--- config.mk ---
export PLATFORM = sky130hd
export DESIGN_NAME = tpu_psum_drain
export DESIGN_NICKNAME = d
export VERILOG_FILES = /design/src/rtl/ternary_pkg.sv /design/src/rtl/tpu_sync_fifo.sv /design/src/rtl/tpu_psum_drain.sv
export SDC_FILE = /design/constraint.sdc
export NUM_CORES = 1
export LEC_CHECK = 0
export ABC_AREA = 1
export ABC_CLOCK_PERIOD_IN_PS = 5600
export CORE_UTILIZATION = 50
export CTS_CLUSTER_DIAMETER = 200
export DETAILED_ROUTE_END_ITERATION = 16
export PLACE_DENSITY = 0.79
export SLEW_MARGIN = 20
export SYNTH_ARGS = -nofsm -noshare
export SYNTH_HDL_FRONTEND = slang
export SYNTH_HIERARCHICAL = 1
export SYNTH_SLANG_ARGS = --single-unit
--- constraint.sdc ---
create_clock -name clk -period 5.6 [get_ports clk]
set_input_delay 1.12 -clock clk [delete_from_list [all_inputs] [get_ports clk]]
set_output_delay 1.12 -clock clk [all_outputs]
set_load 0.01 [all_outputs]
--- src/rtl/ternary_pkg.sv ---
// Shared defaults for the ternary TPU datapath (PE array, feeder, psum drain).
package ternary_pkg;

  localparam int TPU_COLS     = 4;
  localparam int TPU_ACC_BITS = 32;

endpackage : ternary_pkg

--- src/rtl/tpu_sync_fifo.sv ---
// Single-clock FIFO with synchronous active-low reset and synchronous flush.
// A push into a full FIFO only succeeds when a pop happens on the same edge.
module tpu_sync_fifo #(
  parameter int WIDTH = 32,
  parameter int DEPTH = 8
) (
  input  logic                   clk,
  input  logic                   rst_n,
  input  logic                   clear,
  input  logic                   push,
  input  logic                   pop,
  input  logic [WIDTH-1:0]       wdata,
  output logic [WIDTH-1:0]       rdata,
  output logic                   full,
  output logic                   empty,
  output logic [$clog2(DEPTH):0] count
);

  localparam int AW = $clog2(DEPTH);
  localparam int CW = AW + 1;
  localparam logic [CW-1:0] DEPTH_C = CW'(DEPTH);

  logic [WIDTH-1:0] mem_q [DEPTH];
  logic [AW-1:0]    wr_ptr_q, wr_ptr_d;
  logic [AW-1:0]    rd_ptr_q, rd_ptr_d;
  logic [CW-1:0]    count_q, count_d;
  logic             do_push_s, do_pop_s;

  assign empty     = (count_q == {CW{1'b0}});
  assign full      = (count_q == DEPTH_C);
  assign do_pop_s  = pop && !empty;
  assign do_push_s = push && (!full || do_pop_s);
  assign rdata     = mem_q[rd_ptr_q];
  assign count     = count_q;

  // Pointer and occupancy next-state; flush overrides any push or pop.
  always_comb begin
    wr_ptr_d = wr_ptr_q;
    rd_ptr_d = rd_ptr_q;
    count_d  = count_q;
    if (clear) begin
      wr_ptr_d = {AW{1'b0}};
      rd_ptr_d = {AW{1'b0}};
      count_d  = {CW{1'b0}};
    end else begin
      if (do_push_s) begin
        wr_ptr_d = wr_ptr_q + AW'(1);
      end else begin
        wr_ptr_d = wr_ptr_q;
      end
      if (do_pop_s) begin
        rd_ptr_d = rd_ptr_q + AW'(1);
      end else begin
        rd_ptr_d = rd_ptr_q;
      end
      case ({do_push_s, do_pop_s})
        2'b10:   count_d = count_q + CW'(1);
        2'b01:   count_d = count_q - CW'(1);
        default: count_d = count_q;
      endcase
    end
  end

  // Pointer and occupancy registers.
  always_ff @(posedge clk) begin
    if (!rst_n) begin
      wr_ptr_q <= {AW{1'b0}};
      rd_ptr_q <= {AW{1'b0}};
      count_q  <= {CW{1'b0}};
    end else begin
      wr_ptr_q <= wr_ptr_d;
      rd_ptr_q <= rd_ptr_d;
      count_q  <= count_d;
    end
  end

  // Storage array, cleared on reset so the head never shows stale X.
  always_ff @(posedge clk) begin
    if (!rst_n) begin
      for (int i = 0; i < DEPTH; i++) begin
        mem_q[i] <= {WIDTH{1'b0}};
      end
    end else if (do_push_s && !clear) begin
      mem_q[wr_ptr_q] <= wdata;
    end
  end

endmodule : tpu_sync_fifo

--- src/rtl/tpu_psum_drain.sv ---
// South-edge psum collector: de-skews the bottom PE row into aligned vectors
// and buffers them in a FIFO behind a valid/ready port with a fill watermark.
module tpu_psum_drain
  import ternary_pkg::*;
#(
  parameter int COLS     = TPU_COLS,
  parameter int ACC_BITS = TPU_ACC_BITS,
  parameter int DEPTH    = 8,
  parameter int SLACK    = 4
) (
  input  logic                     clk,
  input  logic                     rst_n,
  input  logic                     enable,
  input  logic                     clear,
  input  logic                     col0_valid,
  input  logic [COLS*ACC_BITS-1:0] psum_in,
  output logic                     out_valid,
  input  logic                     out_ready,
  output logic [COLS*ACC_BITS-1:0] out_data,
  output logic                     drain_ready,
  output logic [$clog2(DEPTH):0]   fifo_count,
  output logic                     overflow
);

  localparam int CW = $clog2(DEPTH) + 1;
  localparam logic [CW-1:0] DEPTH_C = CW'(DEPTH);
  localparam logic [CW-1:0] SLACK_C = CW'(SLACK);

  logic [COLS*ACC_BITS-1:0] wvec_s;
  logic                     aligned_s;
  logic                     push_s, pop_s;
  logic                     full_s, empty_s;
  logic                     overflow_q, overflow_d;

  // Column c waits COLS-1-c enabled edges so it lines up with the last column.
  for (genvar c = 0; c < COLS; c++) begin : g_col
    if (c < COLS - 1) begin : g_dly
      localparam int D = COLS - 1 - c;
      logic [ACC_BITS-1:0] dly_q [D];

      // Per-column delay line, frozen while the array is stalled.
      always_ff @(posedge clk) begin
        if (!rst_n) begin
          for (int k = 0; k < D; k++) begin
            dly_q[k] <= {ACC_BITS{1'b0}};
          end
        end else if (enable) begin
          dly_q[0] <= psum_in[c*ACC_BITS +: ACC_BITS];
          for (int k = 1; k < D; k++) begin
            dly_q[k] <= dly_q[k-1];
          end
        end
      end

      assign wvec_s[c*ACC_BITS +: ACC_BITS] = dly_q[D-1];
    end else begin : g_live
      assign wvec_s[c*ACC_BITS +: ACC_BITS] = psum_in[c*ACC_BITS +: ACC_BITS];
    end
  end

  if (COLS > 1) begin : g_vld
    logic [COLS-2:0] vld_q, vld_d;

    // Valid tag travels alongside column 0 through the same number of stages.
    always_comb begin
      vld_d = vld_q;
      if (clear) begin
        vld_d = {(COLS-1){1'b0}};
      end else if (enable) begin
        vld_d[0] = col0_valid;
        for (int k = 1; k < COLS - 1; k++) begin
          vld_d[k] = vld_q[k-1];
        end
      end else begin
        vld_d = vld_q;
      end
    end

    // Valid stage registers.
    always_ff @(posedge clk) begin
      if (!rst_n) begin
        vld_q <= {(COLS-1){1'b0}};
      end else begin
        vld_q <= vld_d;
      end
    end

    assign aligned_s = vld_q[COLS-2];
  end else begin : g_novld
    assign aligned_s = col0_valid;
  end

  assign push_s = enable && aligned_s;
  assign pop_s  = out_valid && out_ready;

  tpu_sync_fifo #(
    .WIDTH (COLS*ACC_BITS),
    .DEPTH (DEPTH)
  ) u_fifo (
    .clk   (clk),
    .rst_n (rst_n),
    .clear (clear),
    .push  (push_s),
    .pop   (pop_s),
    .wdata (wvec_s),
    .rdata (out_data),
    .full  (full_s),
    .empty (empty_s),
    .count (fifo_count)
  );

  assign out_valid   = !empty_s;
  assign drain_ready = ((DEPTH_C - fifo_count) >= SLACK_C);

  // Sticky drop flag: a push into a full FIFO with no pop to make room.
  always_comb begin
    overflow_d = overflow_q;
    if (clear) begin
      overflow_d = 1'b0;
    end else if (push_s && full_s && !pop_s) begin
      overflow_d = 1'b1;
    end else begin
      overflow_d = overflow_q;
    end
  end

  // Overflow register.
  always_ff @(posedge clk) begin
    if (!rst_n) begin
      overflow_q <= 1'b0;
    end else begin
      overflow_q <= overflow_d;
    end
  end

  assign overflow = overflow_q;

endmodule : tpu_psum_drain
==> flow_summary.toml, run 1 <==
[worst_setup_path]
cp_num_buf_inv = 2
endpoint_kind = "output port"
r2r_slack_ns = 2.08
path_cells = "buf_4 -> o21ai_0 -> o22ai_1 -> nand2_1 -> nand2_1 -> clkdlybuf4s50_1"
required_ns = 4.48
cp_slowest_cell = "dfxtp_4"
path_class = "reg2out"
timing.rr.start = "u_fifo/count[1]$_SDFFE_PP0P_"
path_common_cell = "nand2_1"
cp_top_family = "buffers and inverters"
critPathArrivalTime_ns = 3.79
crit_fanout = 67
critPathLaunchType = "flop"
max_stage_delay_ns = 0.88

[sta]
setup_viol = 0
worstMarginPinSlew_ns = 0.9465
worst_hold_slack_ns = 0.4623
fin_setup_tns_ns = 0
drv_slew = 0
finalClockSkew_ns = 0.02501
max_slew_margin_pct = 36.90
hold_viol = 0
period_share_pct = 87.72
fin_crit_ns = 4.913
fmax_ghz = 0.2036
rsz0062_at_grt = "no"

[yosys]
synthTopCellsByArea = "edfxtp_1 (69%), nor2_1 (11%), mux2i_1 (4.8%)"
syn_nets = 4746
synth_area_um2 = 52920
ys_seq_elements = 1233
synth_top_area_share_pct = 69.00
yosys.area.top_type = "edfxtp_1"
syn_area_per_cell_um2 = 11.49
synthCells = 4607
synth_cell_types = 27
synth-seq-area-share_pct = 69.65
yosysWarnings = 6

[route]
wl_met3_um = 13270
drc = 0
drtIter0Drc = 4060
via_per_inst = 5.616
met2WireLength_um = 64130
top_layer = "met5"
wirelength_um = 131200
drt_pass1_iterations = 7
met1_length_um = 49880
vias = 34970
wl_per_cell_um = 21.08
ant_nets = 0

[finish]
n_fill_cell = 8153
fin_area_um2 = 60280
antenna_cells = 0
layoutNonFillerInstCount = 6227
finalNetCount = 4889
drive_above_1_share_pct = 5.178
syn2layout_area_growth_pct = 13.92

[power]
peakVddDrop_mv = 0.2833
power.density_nw_per_um2 = 318.1
p_leak_uw = 0.02231
power_uw = 19180

[cts]
htree_levels = 3
cts_buffers = 117
post_cts_resized = 0
worstSkewPairLatency_ns = 0.72
clock_path_buffers = 3
cts_hold_buf = 0
cts_tree = "built"
cts-root-buf = "clkbuf_16"
path_clk_slew_ns = 0.06
postCtsSetupBuffers = 0
cts_num_sinks = 1233

[floorplan]
dieHeight_um = 327.3
start_util_pct = 50.77
die_area_um2 = 107100
core_area_um2 = 104200
io_pins = 269
num_rows = 118
fp.dieW_um = 327.3

[placement]
dp.cells = 6011
gp_congestion = 0.7620
hpwl_um = 69410
portBuffers = 268
place_area_um2 = 56540

[grt]
grt_max_degree = 143
grt-ovfl-total = 0
grt_util_all_layers_pct = 24.15
antenna_found_initial = 3
grt_pass1_vias = 34530
grt_pass1_wl_um = 198400

[flow_run]
maxCapViolations = 0

[hold_path]
hold_start = "overflow$_SDFFE_PP0P_"
hp-class = "reg2reg"

[run_status]
status = "finished clean"
[path summary, 6_finish.rpt]
check | endpoint | cells after the start
min reg2reg | overflow$_SDFFE_PP0P_ | 2
max | out_data[85] | 6
min | overflow$_SDFFE_PP0P_ | 2
max reg2reg | u_fifo/mem_q[6][43]$_SDFFCE_PN0P_ | 13
[cell usage in the layout (no fill, tap or decap), types with 2 or more instances in the layout]
cell type           n
bufinv_16          11
o22ai_1           256
buf_4              26
clkbuf_16         120
dfxtp_1            14
clkdlybuf4s50_1   268
edfxtp_1         1216
inv_6               3
clkinv_2           24
nand3_4             4
a21oi_1            11
buf_12             34
nand2_4            13
dfxtp_4             3
nor2_1           1490
clkinv_4            2
o21ai_0           264
mux2i_1           256
nand2_1           409
clkbuf_1           22
inv_1             345
ha_1                4
clkinvlp_4          2
nand3_1             4
clkinv_1           30
[stage by stage]
| stage | utilization (%) | setup WS, ns |
|---|---|---|
| floorplan | - | 0.1776 |
| global placement | 54.24 | 1.409 |
| detailed placement | 54.24 | 1.309 |
| CTS | 57.83 | 0.6748 |
| global route | 57.83 | 0.5168 |
| finish | 57.83 | 0.6874 |
[metal layers]
| layer | up-vias | track usage (%) |
|---|---|---|
| li1 | 15930 | - |
| met1 | 16930 | 32.08 |
| met2 | 1871 | 40.41 |
| met3 | 243 | 3.712 |
| met4 | 4 | 8.635 |
| met5 | - | 0 |
[area by class of cell]
cell class	instances	area, um2	area share, %
clock buffer	142	3085	5.118
tap	1380	1727	2.864
inverter	348	1316	2.183
timing repair buffer	328	3558	5.903
multi-input combinational	2722	13070	21.68
sequential	1233	36870	61.16
clock inverter	74	658.1	1.092
[worst reg2reg max path, stage by stage, from the launching register on]
cell	delay, ns
dfxtp_1	0.53
nor2_1	0.14
nand2_1	0.17
inv_1	0.06
inv_1	0.07
nand2_1	0.12
inv_1	0.12
inv_1	0.05
nand4_1	0.09
nand2_1	0.24
nor2_2	0.45
nand3_4	0.16
nand2_4	0.48
buf_12	0.48
[registers in the layout, indices dropped and copies added, names as in the netlist, named ones only]
register,count
g_col.g_dly.dly_q,192
g_vld.vld_q,3
overflow,1
u_fifo/count,4
u_fifo/mem_q,1024
u_fifo/rd_ptr_q,3
u_fifo/wr_ptr_q,3
[cell families after synthesis]
group | synth area share (%)
compound gates | 5.642
xor+xnor | 0.01655
fa+ha+maj | 0.1324
buf+inv | 5.961
flops | 69.65
mux | 4.842
simple gates | 13.76
[report_power, final]
group,switching (uW),internal (uW),leakage [uW]
registers,106,10500,0.0128
logic,571,249,0.00766
clock network,3370,4410,0.00184
[cells in the mapped netlist]
cell type     n
ha_1          4
buf_1         8
nor2_2        1
fa_1          1
xor2_1        1
nor3b_1       1
nand3_1       8
nor3_1        1
edfxtp_1   1216
inv_2         1
mux2i_1     256
a21o_1        1
buf_2        70
buf_6        55
nand2_1     423
nor2_4        1
o22ai_1     256
nor2_1     1490
buf_4        55
nand4_1       1
inv_1       347
clkbuf_1    116
nor3_4        1
a21oi_1      11
nand3b_1      1
dfxtp_1      17
o21ai_0     264
Power figures use the tool's default switching activity.
==> run 2: changes to the inputs <==
--- a/config.mk
+++ b/config.mk
@@ -10,7 +10,9 @@
 export CORE_UTILIZATION = 50
 export CTS_CLUSTER_DIAMETER = 200
 export DETAILED_ROUTE_END_ITERATION = 16
-export PLACE_DENSITY = 0.79
+export DONT_BUFFER_PORTS = 1
+export PLACE_DENSITY = 0.76
+export REMOVE_ABC_BUFFERS = 1
 export SLEW_MARGIN = 20
 export SYNTH_ARGS = -nofsm -noshare
 export SYNTH_HDL_FRONTEND = slang
==> flow_summary.toml, run 2 (synthesis gave the netlist of run 1 again) <==
[sta]
drv_slew = 0
setup_viol = 0
rsz0062_at_grt = "no"
worstMarginPinSlew_ns = 1.121
period_share_pct = 81.64
fin_crit_ns = 4.572
fin_ws_ns = 1.028
hold_viol = 0
finalClockSkew_ns = 0.02380
fmax_ghz = 0.2187
max_slew_margin_pct = 25.30

[cts]
cts_num_sinks = 1233
htree_levels = 4
post_cts_resized = 0
path_clk_slew_ns = 0.06
cts-root-buf = "clkbuf_16"
postCtsSetupBuffers = 0
cts_tree = "built"
cts_hold_buf = 0
cts_buffers = 130
clock_path_buffers = 3
worstSkewPairLatency_ns = 0.73

[floorplan]
fp.dieW_um = 327.3
io_pins = 269
num_rows = 118
dieHeight_um = 327.3
start_util_pct = 50.77
core_area_um2 = 104200
die_area_um2 = 107100

[placement]
gp_congestion = 0.7883
hpwl_um = 70160
dp_slack_ns = 1.424
portBuffers = 0

[hold_path]
min_to = "g_vld.vld_q[2]$_SDFFE_PP0P_"
min_path_cells = 2
hold_start = "g_vld.vld_q[1]$_SDFFE_PP0P_"
hp-class = "reg2reg"

[power]
peakVddDrop_mv = 0.2075
p_leak_uw = 0.02144
power.density_nw_per_um2 = 342.0
power_uw = 19810

[worst_setup_path]
critPathLaunchType = "flop"
path_class = "reg2out"
rr_worst_depth = 13
endpoint_kind = "output port"
rr_endpoint = "u_fifo/mem_q[5][76]$_SDFFCE_PN0P_"
r2r_slack_ns = 1.60
timing.rr.start = "u_fifo/count[3]$_SDFFE_PP0P_"
crit_fanout = 82
required_ns = 4.48
critPathArrivalTime_ns = 3.45

[route]
drt_pass1_iterations = 6
wirelength_um = 125300
drtIter0Drc = 4048
via_per_inst = 5.650
ant_nets = 0
wl_per_cell_um = 20.95
vias = 33800
drc = 0

[finish]
syn2layout_area_growth_pct = 9.467
n_fill_cell = 8495
largest_register_ffs = 1024
drive_above_1_share_pct = 5.933
mostFrequentLayoutCells = "nor2_1 (1490), edfxtp_1 (1216), nand2_1 (409)"
finalNetCount = 4641
final_common_cell = "nor2_1"
regMostFlops = "u_fifo/mem_q"

[grt]
antenna_found_initial = 2
grt_pass1_wl_um = 190800
grt-ovfl-total = 0
grt_max_degree = 167
grt_util_all_layers_pct = 23.18
grt_pass1_vias = 33170

[flow_run]
maxCapViolations = 0

[run_status]
status = "finished clean"
## run 2: report_power, final
| group | leakage (uW) | switching [uW] | internal (uW) |
|---|---|---|---|
| Combinational | 0.00657 | 532 | 112 |
| Sequential | 0.0128 | 97.9 | 10500 |
| Clock | 0.00206 | 3540 | 5060 |
| Total | 0.0214 | 4170 | 15600 |
## run 2: layout make-up
class	instances	area [um2]	share of cell area, %
sequential	1233	36870	63.64
timing repair buffer	67	703.2	1.214
tap	1380	1727	2.981
clock inverter	74	789.5	1.363
multi-input combinational	2722	13060	22.55
clock buffer	157	3460	5.972
inverter	348	1316	2.272
antenna	1	2.502	0.004320
## run 2: worst max-delay path: stages (launching register included)
cell	delay [ns]
dfxtp_4	0.74
buf_4	0.87
o21ai_0	0.29
o22ai_1	0.33
nand2_1	0.13
nand2_1	0.23
## run 2: metal layers
layer | vias to the layer above | wire length [um] | track usage (%)
met1 | 16500 | 50110 | 30.76
met4 | 2 | 3400 | 8.330
met2 | 1620 | 60640 | 37.97
met5 | - | 13 | 0
met3 | 219 | 11150 | 4.663
li1 | 15460 | - | -
## run 2: how the worst max path moves through the flow
| stage | start | to | slack [ns] | cells past startpoint |
|---|---|---|---|---|
| floorplan | flop | out_data[0] | -21.84 | 5 |
| global placement | out_ready | u_fifo/mem_q[5][112]$_SDFFCE_PN0P_ | 1.41 | 9 |
| detailed placement | out_ready | u_fifo/mem_q[5][119]$_SDFFCE_PN0P_ | 1.42 | 9 |
| CTS | flop | out_data[42] | 0.96 | 5 |
| global route | flop | out_data[42] | 0.89 | 5 |
| finish | flop | out_data[42] | 1.03 | 5 |
## run 2: metrics by stage
stage	hold WS, ns	setup TNS (ns)	cell area (um2)	std cells	utilization, %
global placement	0.4422	0	53680	5750	51.49
floorplan	0.4334	-5688.33	51070	4303	-
finish	0.4627	0	57930	5982	55.57
CTS	0.4658	0	57920	5981	55.57
detailed placement	0.4424	0	53680	5750	51.49
global route	0.4832	0	57930	5982	55.57
